`src/rtl/johnson_pkg.sv`:
```
// -----------------------------------------------------------------------------
// johnson_pkg
// Shared helpers for n-bit Johnson (twisted-ring) counter codes. They are used
// by the phase decoder RTL and by the existing counter's test bench.
//   johnson_pw(width)             -> phase index width, $clog2(2*width)
//   johnson_is_legal(code, width) -> 1 if code is one of the 2*width ring states
//   johnson_to_phase(code, width) -> phase index 0..2*width-1 of a legal code
// Codes are passed zero-extended to JOHNSON_MAX_W bits. The real width is a
// separate argument, so a single function serves every counter size.
// Optional feature macro (used by johnson_phase_decoder): JOHNSON_PHASE_GRAY_EN.
// -----------------------------------------------------------------------------
package johnson_pkg;

  localparam int JOHNSON_MAX_W       = 32;
  localparam int JOHNSON_PHASE_MAX_W = 8;

  typedef logic [JOHNSON_MAX_W-1:0]       johnson_code_t;
  typedef logic [JOHNSON_PHASE_MAX_W-1:0] johnson_phase_t;

  // Phase index width for a width-bit Johnson register (2*width phases).
  function automatic int johnson_pw(input int width);
    if (width < 1) begin
      return 1;
    end else begin
      return $clog2(2 * width);
    end
  endfunction

  // The MSB picks which end the run of ones must be anchored to:
  //   MSB=1 -> ones contiguous from the MSB (no 1 directly below a 0)
  //   MSB=0 -> ones contiguous from the LSB (no 0 directly below a 1)
  // All-zero passes the MSB=0 rule. Bits at or above width must be zero.
  function automatic logic johnson_is_legal(input johnson_code_t code, input int width);
    logic legal;
    logic msb;
    legal = 1'b1;
    msb   = code[width-1];
    for (int i = 0; i < JOHNSON_MAX_W; i++) begin
      if (i >= width) begin
        legal = legal & ~code[i];
      end else if (i < width - 1) begin
        if (msb) begin
          legal = legal & ~(code[i] & ~code[i+1]);
        end else begin
          legal = legal & ~(code[i+1] & ~code[i]);
        end
      end else begin
        legal = legal;
      end
    end
    return legal;
  endfunction

  // The fill half (MSB=1) maps to popcount 1..width. The drain half (MSB=0,
  // nonzero) maps to 2*width - popcount. All-zero maps to phase 0.
  function automatic johnson_phase_t johnson_to_phase(input johnson_code_t code, input int width);
    int ones;
    ones = 0;
    for (int i = 0; i < JOHNSON_MAX_W; i++) begin
      if ((i < width) && code[i]) begin
        ones = ones + 1;
      end else begin
        ones = ones;
      end
    end
    if (code[width-1]) begin
      return johnson_phase_t'(ones);
    end else if (ones == 0) begin
      return '0;
    end else begin
      return johnson_phase_t'(2 * width - ones);
    end
  endfunction

endpackage

```
`src/rtl/johnson_decode_comb.sv`:
```
// -----------------------------------------------------------------------------
// johnson_decode_comb
// Purely combinational decode of one n-bit Johnson code.
// Ports:
//   code   [n-1:0]   raw Johnson code, bit n-1 = MSB
//   legal            code is a valid ring state
//   phase  [PW-1:0]  phase index 0..2n-1 (not meaningful when legal=0)
//   onehot [2n-1:0]  one-hot of phase, all zero when legal=0
// -----------------------------------------------------------------------------
module johnson_decode_comb
  import johnson_pkg::*;
#(
  parameter int n = 4,
  localparam int PW = johnson_pw(n)
) (
  input  logic [n-1:0]   code,
  output logic           legal,
  output logic [PW-1:0]  phase,
  output logic [2*n-1:0] onehot
);

  johnson_code_t  code_ext;
  johnson_phase_t phase_full;

  // Widen the code for the shared helpers, then derive legality, index and one-hot.
  always_comb begin
    code_ext          = '0;
    code_ext[n-1:0]   = code;
    legal             = johnson_is_legal(code_ext, n);
    phase_full        = johnson_to_phase(code_ext, n);
    phase             = phase_full[PW-1:0];
    if (legal) begin
      onehot = {{(2*n-1){1'b0}}, 1'b1} << phase_full;
    end else begin
      onehot = '0;
    end
  end

endmodule

```
`src/rtl/johnson_phase_decoder.sv`:
```
// -----------------------------------------------------------------------------
// johnson_phase_decoder
// Registers a Johnson counter state and decodes it to a phase index and a
// one-hot phase vector. It also flags illegal codes and phase skips, and it
// counts full revolutions (wraps from 2n-1 to 0). Latency is 2 clocks:
// stage 1 samples the input and stage 2 registers the decode.
// Ports:
//   clk           system clock, rising edge
//   clear         synchronous active-high reset, highest priority
//   en            sample enable; when low, stage 1 marks its slot empty
//   johnson_in    [n-1:0] Johnson code from the counter
//   phase         [PW-1:0] decoded phase index
//   phase_onehot  [2n-1:0] one-hot phase, zero when valid=0
//   valid         outputs reflect a legal sample
//   illegal       sticky, set when an illegal code is sampled
//   step_err      sticky, set when a legal phase is neither prev nor prev+1
//   rev_tick      one-cycle pulse on each 2n-1 -> 0 wrap
//   rev_count     [REV_W-1:0] wrap count modulo 2^REV_W
//   phase_gray    [PW-1:0] Gray code of phase (only with JOHNSON_PHASE_GRAY_EN)
// Optional feature macro: JOHNSON_PHASE_GRAY_EN
// -----------------------------------------------------------------------------
module johnson_phase_decoder
  import johnson_pkg::*;
#(
  parameter int n     = 4,
  parameter int REV_W = 8,
  localparam int PW   = johnson_pw(n)
) (
  input  logic             clk,
  input  logic             clear,
  input  logic             en,
  input  logic [n-1:0]     johnson_in,
  output logic [PW-1:0]    phase,
  output logic [2*n-1:0]   phase_onehot,
  output logic             valid,
  output logic             illegal,
  output logic             step_err,
  output logic             rev_tick,
`ifdef JOHNSON_PHASE_GRAY_EN
  output logic [PW-1:0]    phase_gray,
`endif
  output logic [REV_W-1:0] rev_count
);

  typedef logic [PW-1:0]    phase_t;
  typedef logic [REV_W-1:0] rev_t;

  localparam phase_t PHASE_LAST = phase_t'(2 * n - 1);

  // Stage 1
  logic [n-1:0]   s1_code_r;
  logic           s1_v_r;

  // Decode of the stage 1 code
  logic           dec_legal_s;
  phase_t         dec_phase_s;
  logic [2*n-1:0] dec_onehot_s;

  // Stage 2 and tracker state
  phase_t         phase_r;
  logic [2*n-1:0] onehot_r;
  logic           valid_r;
  logic           illegal_r;
  logic           step_err_r;
  logic           rev_tick_r;
  rev_t           rev_count_r;
  phase_t         prev_r;
  logic           have_prev_r;

  // Step checker terms
  phase_t         prev_next_s;
  logic           in_seq_s;
  logic           wrap_s;

  // Stage 1: sample the raw code on en. An empty slot leaves stage 2 holding.
  always_ff @(posedge clk) begin
    if (clear) begin
      s1_code_r <= '0;
      s1_v_r    <= 1'b0;
    end else if (en) begin
      s1_code_r <= johnson_in;
      s1_v_r    <= 1'b1;
    end else begin
      s1_v_r    <= 1'b0;
    end
  end

  johnson_decode_comb #(
    .n (n)
  ) u_decode (
    .code   (s1_code_r),
    .legal  (dec_legal_s),
    .phase  (dec_phase_s),
    .onehot (dec_onehot_s)
  );

  // Continuity and wrap detection against the last legal phase.
  // The explicit modulo handles n values where 2n is not a power of two.
  always_comb begin
    prev_next_s = '0;
    if (prev_r == PHASE_LAST) begin
      prev_next_s = '0;
    end else begin
      prev_next_s = prev_r + phase_t'(1);
    end
    in_seq_s = (dec_phase_s == prev_r) || (dec_phase_s == prev_next_s);
    wrap_s   = have_prev_r && (prev_r == PHASE_LAST) && (dec_phase_s == phase_t'(0));
  end

  // Stage 2: decode, sticky flags, tracker and revolution counter.
  // An illegal sample empties the tracker so the next legal one re-seeds cleanly.
  always_ff @(posedge clk) begin
    if (clear) begin
      phase_r     <= '0;
      onehot_r    <= '0;
      valid_r     <= 1'b0;
      illegal_r   <= 1'b0;
      step_err_r  <= 1'b0;
      rev_tick_r  <= 1'b0;
      rev_count_r <= '0;
      prev_r      <= '0;
      have_prev_r <= 1'b0;
    end else if (s1_v_r && dec_legal_s) begin
      phase_r     <= dec_phase_s;
      onehot_r    <= dec_onehot_s;
      valid_r     <= 1'b1;
      if (have_prev_r && !in_seq_s) begin
        step_err_r <= 1'b1;
      end
      rev_tick_r  <= wrap_s;
      if (wrap_s) begin
        rev_count_r <= rev_count_r + rev_t'(1);
      end
      prev_r      <= dec_phase_s;
      have_prev_r <= 1'b1;
    end else if (s1_v_r) begin
      illegal_r   <= 1'b1;
      valid_r     <= 1'b0;
      onehot_r    <= '0;
      rev_tick_r  <= 1'b0;
      have_prev_r <= 1'b0;
    end else begin
      rev_tick_r  <= 1'b0;
    end
  end

`ifdef JOHNSON_PHASE_GRAY_EN
  phase_t gray_r;

  // Gray view of the phase, updated only on legal samples like phase itself.
  always_ff @(posedge clk) begin
    if (clear) begin
      gray_r <= '0;
    end else if (s1_v_r && dec_legal_s) begin
      gray_r <= dec_phase_s ^ (dec_phase_s >> 1);
    end else begin
      gray_r <= gray_r;
    end
  end

  assign phase_gray = gray_r;
`endif

  assign phase        = phase_r;
  assign phase_onehot = onehot_r;
  assign valid        = valid_r;
  assign illegal      = illegal_r;
  assign step_err     = step_err_r;
  assign rev_tick     = rev_tick_r;
  assign rev_count    = rev_count_r;

endmodule
```
`config.mk`:
```
export PLATFORM = sky130hd
export DESIGN_NAME = johnson_phase_decoder
export DESIGN_NICKNAME = d
export VERILOG_FILES = /design/src/rtl/johnson_pkg.sv /design/src/rtl/johnson_decode_comb.sv /design/src/rtl/johnson_phase_decoder.sv
export SDC_FILE = /design/constraint.sdc
export NUM_CORES = 1
export LEC_CHECK = 0
export CAP_MARGIN = 20
export CORE_UTILIZATION = 50
export DETAILED_ROUTE_END_ITERATION = 10
export MAX_ROUTING_LAYER = met4
export PLACE_DENSITY_LB_ADDON = 0.05
export SKIP_LAST_GASP = 1
export SLEW_MARGIN = 20
export SYNTH_ARGS = -nofsm -noshare
export SYNTH_HDL_FRONTEND = slang
export SYNTH_SLANG_ARGS = --single-unit
```
`constraint.sdc`:
```
create_clock -name clk -period 9.6 [get_ports clk]
set_clock_uncertainty 0.15 [all_clocks]
set_input_delay 0.96 -clock clk [delete_from_list [all_inputs] [get_ports clk]]
set_output_delay 0.96 -clock clk [all_outputs]
set_load 0.005 [all_outputs]
```
======== Yosys cells after proc, flatten, opt, wreduce, memory -nomap -nowiden ========
Cells that the tools add are included.
operators by class
  $add $sub $neg .......................... 6
  multiply operators ...................... 0
  divide/modulo/power cells ............... 0
  order comparisons ....................... 0
  equal/unequal tests ..................... 3
  shift operators ......................... 1
  multiplexer cells ....................... 16
  bitwise operators ....................... 21
  reductions and logical operators ........ 13
operators by type and width
  operator                                         number
  adder 32 x 2 -> 32 bit, second input constant    3
  2-to-1 mux 32 bit                                3
  2-to-1 mux 8 bit                                 5
  logical NOT 32 bit                               1
  NOT 1 bit                                        11
  bitwise AND 1 bit                                10
  adder 8 x 1 -> 8 bit, second input constant      1
  left shift 1 x 8 -> 8 bit, first input constant  1
  subtractor 5 x 8 -> 8 bit, first input constant  1
  2-to-1 mux 1 bit                                 7
  equality test 3 bit                              2
  AND reduction 2 bit                              3
  logical AND 1 bit                                4
  adder 3 x 1 -> 3 bit, second input constant      1
  equality test 3 bit, second input constant       1
  logical NOT 3 bit                                1
  2-to-1 mux 3 bit                                 1
  nonzero test 2 bit                               1
  OR reduction 2 bit                               1
  logical NOT 1 bit                                1
  logical OR 1 bit                                 1
storage, ports and cells
  register bits ........................... 28
  bits in latches ......................... 0
  bits in writable memories ............... 0
  bits in read-only memories .............. 0
  input port bits ......................... 7
  output and inout port bits .............. 23
  word-level logic and storage cells ...... 69
  memories ................................ 0

======== Depth between registers and ports, before layout ========
  depth in word-level cells ............... 15
  mapped depth ............................ 15
  depth with buffers taken out ............ 13

======== Hierarchy ========
Synthesis repeated with hierarchy kept, for this count alone.
unflattened totals
  cells, all modules ...................... 178
  area, all modules ....................... 1571.5 µm²
modules (own cells, without submodules)
  module                 instances  cells each  area an instance (µm²)  seq. area each (µm²)
  johnson_phase_decoder  1          131         1211.2                  560.5
  johnson_decode_comb    1          47          360.3                   0.0

======== Worst setup path after synthesis ========
No wires, ideal clock.
  path kind ............................... reg2reg
  from .................................... register s1_code_r[1]
  to ...................................... register rev_count_r[6], in the netlist rev_count[6]
  library setup time ...................... 0.070 ns
  data arrival time ....................... 2.998 ns
  data required time ...................... 9.380 ns
  slack ................................... 6.381 ns
  cell stages (with the launch flop) ...... 15
  path buffers ............................ 1
  clock period less this slack ............ 3.219 ns
  path through ............................ dfxtp_1 > inv_1 > ha_1 > xnor2_2 > inv_1 > ha_1 > nor2b_1 > o21bai_1 > ha_1 > nand2b_1 > a21o_1 > o2111ai_2 > buf_6 > or4_1 > a21oi_1
between the ends
  word-level cells in the longest chain between the ends .. 11
  elaborated cells on any way between the ends .. 29
  those cells by class .................... add/sub: 3; mux: 8; bitwise: 13; reduce/logical: 5
ends and longest elaborated chain
  what                                                             RTL line                              RTL
  from (decl)                                                      johnson_phase_decoder.sv:51           logic [n-1:0] s1_code_r;
  from (signal assigned)                                           johnson_phase_decoder.sv:81           s1_code_r <= johnson_in;
  2-to-1 mux 32 bit                                                johnson_pkg.sv:60                     if ((i < width) && code[i]) begin
  adder 32 x 2 -> 32 bit                                           johnson_pkg.sv:61                     ones = ones + 1;
  2-to-1 mux 32 bit                                                johnson_pkg.sv:60
  adder 32 x 2 -> 32 bit                                           johnson_pkg.sv:61
  2-to-1 mux 32 bit                                                johnson_pkg.sv:60
  subtractor 5 x 8 -> 8 bit or logical NOT 32 bit (tied branches)  johnson_pkg.sv:71, johnson_pkg.sv:68
  2-to-1 mux 8 bit                                                 johnson_pkg.sv:68                     end else if (ones == 0) begin
  2-to-1 mux 8 bit                                                 johnson_pkg.sv:66                     if (code[width-1]) begin
  logical NOT 3 bit                                                johnson_phase_decoder.sv:107          wrap_s = have_prev_r && (prev_r == PHASE_LAST) && (dec_phase_s == phase_t'(0));
  logical AND 1 bit                                                johnson_phase_decoder.sv:107
  AND reduction 2 bit (no source line) *                           --
  to (signal assigned)                                             johnson_phase_decoder.sv:132          rev_count_r <= rev_count_r + rev_t'(1);
  to (decl)                                                        johnson_phase_decoder.sv:66           rev_t rev_count_r;
Mark *: on every way between the ends. The rest lies on a longest branch, timed or not.
A chain may end at the register's enable or synchronous reset.

======== Worst setup path in the final report ========
  from .................................... register s1_code_r[1]
  to ...................................... register rev_count_r[3], in the netlist rev_count[3]
The elaborated chain is that of the path after synthesis.

==> load_flow_metrics.sql <==
INSERT INTO impl_metrics (metric_group, metric, value, unit) VALUES
('sta', 'post-route-period-util', '0.393', ''),
('synth', 'synthDominantCellAreaShare', '0.351', ''),
('clocking', 'cts_tree', 'yes', ''),
('global_routing', 'first_global_vias', '1237', ''),
('final_layout', 'finalCoreUtilization', '0.625', ''),
('clocking', 'insertion_delay', '0.32', 'ns'),
('final_layout', 'area.growth.synth_to_final', '19.3', '%'),
('synth', 'post-synth-top-area-cell', 'sky130_fd_sc_hd__dfxtp_1', ''),
('power_and_ir_drop', 'power.sequential.fraction', '0.500', ''),
('place', 'port_buffers', '29', ''),
('sta', 'setup_total_negative_slack', '0', 'ns'),
('setup_path', 'path_depth', '13', ''),
('power_and_ir_drop', 'ir_drop', '0.0787', 'mV'),
('setup_path', 'worst_path_dominant_cell_family', 'adder cells', ''),
('clocking', 'cts_setup_buffers', '0', ''),
('setup_path', 'path_max_fanout', '21', ''),
('final_layout', 'multi_input_area', '917', 'µm²'),
('synth', 'synth.ff_latch_count', '28', ''),
('sta', 'finalCriticalPeriod', '3.77', 'ns'),
('synth', 'ys_seq_area_frac', '0.351', ''),
('setup_path', 'worst_path_largest_cell_delay', '0.64', 'ns'),
('setup_path', 'worst_path_cell_trace', 'inv_1 -> ha_1 -> xnor2_2 -> inv_1 -> ha_1 -> nor2b_1 -> o21bai_1 -> ha_1 -> nand2b_1 -> a21o_1 -> o2111ai_2 -> or4_1 -> a21oi_1', ''),
('power_and_ir_drop', 'cell_int_power', '0.175', 'mW'),
('clocking', 'path_clk_slew', '0.15', 'ns'),
('floorplanning', 'core_area', '0.00305', 'mm²'),
('sta', 'maxClockFrequency', '265', 'MHz'),
('clocking', 'clock_tree.buffer_depth', '2', ''),
('final_layout', 'insertedDiodeCount', '0', ''),
('min_path', 'min_path_type', 'register to register', ''),
('routing', 'routed_wire_length', '3350', 'µm'),
('setup_path', 'path_depth_of_the_worst_reg2reg_path', '13', ''),
('clocking', 'cts.repair.resized', '0', ''),
('power_and_ir_drop', 'total_leakage_power', '0.709', 'nW'),
('clocking', 'htreeDepth', '1', ''),
('final_layout', 'layout.area.seq', '561', 'µm²'),
('floorplanning', 'die_height', '58.6', 'µm'),
('final_layout', 'drive_above_1_share', '0.0693', ''),
('setup_path', 'end_kind', 'register', ''),
('synth', 'synth-edff-count', '0', ''),
('sta', 'worst_hold_slack', '0.316', 'ns'),
('setup_path', 'cp_slowest_cell', 'sky130_fd_sc_hd__or4_1', ''),
('clocking', 'clock_sinks', '28', ''),
('floorplanning', 'die-width', '58.6', 'µm'),
('floorplanning', 'num_io_pins', '30', ''),
('sta', 'report.final.hold_viol_count', '0', ''),
('clocking', 'numCtsBuffers', '3', ''),
('power_and_ir_drop', 'total_power', '0.251', 'mW'),
('sta', 'worst_pin_slew', '0.782', 'ns'),
('status', 'status', 'finished, final reports clean', ''),
('place', 'detailed_place_hpwl', '2410', 'µm'),
('routing', 'avgRoutedWirePerCell', '13.6', 'µm'),
('power_and_ir_drop', 'netSwitchingFraction', '0.303', ''),
('setup_path', 'critPathLaunchType', 'register', ''),
('floorplanning', 'design.die.area', '0.00343', 'mm²'),
('synth', 'synthFlopType', 'sky130_fd_sc_hd__dfxtp_1', ''),
('routing', 'drt_iter0_markers', '53', ''),
('setup_path', 'required', '9.72', 'ns'),
('clocking', 'cts_hold_repair.buffers', '0', ''),
('global_routing', 'maximum_number_of_pins_on_one_net_before_global_route_repair', '30', ''),
('global_routing', 'track_usage', '0.215', ''),
('clocking', 'root_buffer', 'sky130_fd_sc_hd__clkbuf_4', ''),
('floorplanning', 'floorplan.initialDensity', '0.524', ''),
('final_layout', 'fillers', '305', ''),
('synth', 'synthCells', '177', ''),
('place', 'globalplace.congestion', '0.894', ''),
('power_and_ir_drop', 'power.net_switching', '0.0760', 'mW'),
('synth', 'post_synth.cell_area_avg', '9.03', 'µm²'),
('run', 'maxCapViolCount', '0', ''),
('routing', 'drt_first_pass_iters', '4', ''),
('power_and_ir_drop', 'power_per_cell_area', '132', 'mW/mm²'),
('synth', 'yosys_warnings', '0', '');
worst min-delay path, stage by stage (launching register included):
cell	delay [ns]
sky130_fd_sc_hd__dfxtp_1	0.34
sky130_fd_sc_hd__nand2_1	0.05
sky130_fd_sc_hd__a21oi_1	0.05
cells in the mapped netlist, drive strengths merged, types with 6 or more instances:
library cell  count
nand2             6
o21ai             8
nor2             16
mux2i             8
buf               6
dfxtp            28
inv              11
a21oi            14
nand3            10
ha                9
stage by stage:
step	std cells	worst slack [ns]
3_3_place_gp	242	6.01
4_1_cts	246	5.82
2_1_floorplan	177	6.38
3_5_place_dp	242	5.85
6_report	246	5.83
5_1_grt	246	5.48
worst min-delay path by stage:
stage                     cells after the start             from         endpoint
after floorplan                               2  phase_onehot[0]  phase_onehot[0]
after global placement                        2  phase_onehot[0]  phase_onehot[0]
after detailed placement                      2  phase_onehot[5]  phase_onehot[5]
after CTS                                     2  phase_onehot[5]  phase_onehot[5]
after global routing                          2     rev_count[7]     rev_count[7]
final                                         2  phase_onehot[5]  phase_onehot[5]
layout make-up:
cell class,instances,area share
clock buffer,4,0.0190
multi-input combinational,129,0.481
timing repair buffer,30,0.156
tap,44,0.0289
inverter,11,0.0216
sequential,28,0.294
flip-flops by register name, summed over array words and instances, names as in the netlist:
register and count:
have_prev_r 1, illegal 1, phase_onehot 8, prev_r 3, rev_count 8, rev_tick 1, s1_code_r 4, s1_v_r 1
step_err 1
cells in the final DEF, fill, tap and decap left out, types with 2 or more instances in the layout:
cell                              count
sky130_fd_sc_hd__nor3_1               5
sky130_fd_sc_hd__xnor2_1              2
sky130_fd_sc_hd__nand2_1              6
sky130_fd_sc_hd__clkdlybuf4s50_1     29
sky130_fd_sc_hd__or3_1                5
sky130_fd_sc_hd__ha_1                 9
sky130_fd_sc_hd__o21ai_0              7
sky130_fd_sc_hd__nor2b_1              4
sky130_fd_sc_hd__clkbuf_4             3
sky130_fd_sc_hd__and3_1               3
sky130_fd_sc_hd__a2111oi_0            2
sky130_fd_sc_hd__a21oi_1             14
sky130_fd_sc_hd__nor2_1              16
sky130_fd_sc_hd__nand3_1              9
sky130_fd_sc_hd__mux2i_1              8
sky130_fd_sc_hd__xnor2_2              2
sky130_fd_sc_hd__mux2_2               2
sky130_fd_sc_hd__or4_1                5
sky130_fd_sc_hd__o31ai_1              5
sky130_fd_sc_hd__nand2b_1             2
sky130_fd_sc_hd__a2bb2oi_1            2
sky130_fd_sc_hd__a21o_1               2
sky130_fd_sc_hd__dfxtp_1             28
sky130_fd_sc_hd__xor2_1               2
sky130_fd_sc_hd__inv_1               11
power by group through the flow:
stage	clock network, mW	registers (mW)	logic, mW
2_1_floorplan	0	0.126	0.0520
3_3_place_gp	0	0.128	0.0654
3_5_place_dp	0	0.128	0.0671
4_1_cts	0.0599	0.126	0.0682
5_1_grt	0.0639	0.127	0.0749
6_report	0.0569	0.126	0.0687
kinds of logic after synthesis:
kind of cell | after synthesis | share of synthesized area
AO/OA/AOI/OAI | 42 | 0.180
flip-flops | 28 | 0.351
buffers and inverters | 20 | 0.0759
XOR/XNOR | 6 | 0.0423
adder cells (fa/ha/maj) | 9 | 0.0704
multiplexers | 11 | 0.0736
AND/OR/NAND/NOR | 61 | 0.207
layer usage:
| layer | wire [µm] | global-route usage | share of wire | vias to the layer above |
|---|---|---|---|---|
| met1 | 1540 | 0.256 | 0.46 | 639 |
| met2 | 1690 | 0.378 | 0.51 | 30 |
| met5 | 0 | - | 0 | - |
| met3 | 89 | 0.0264 | 0.027 | 4 |
| met4 | 31 | 0.0714 | 0.0093 | 0 |
| li1 | - | - | - | 686 |
Power figures use the tool's default switching activity.
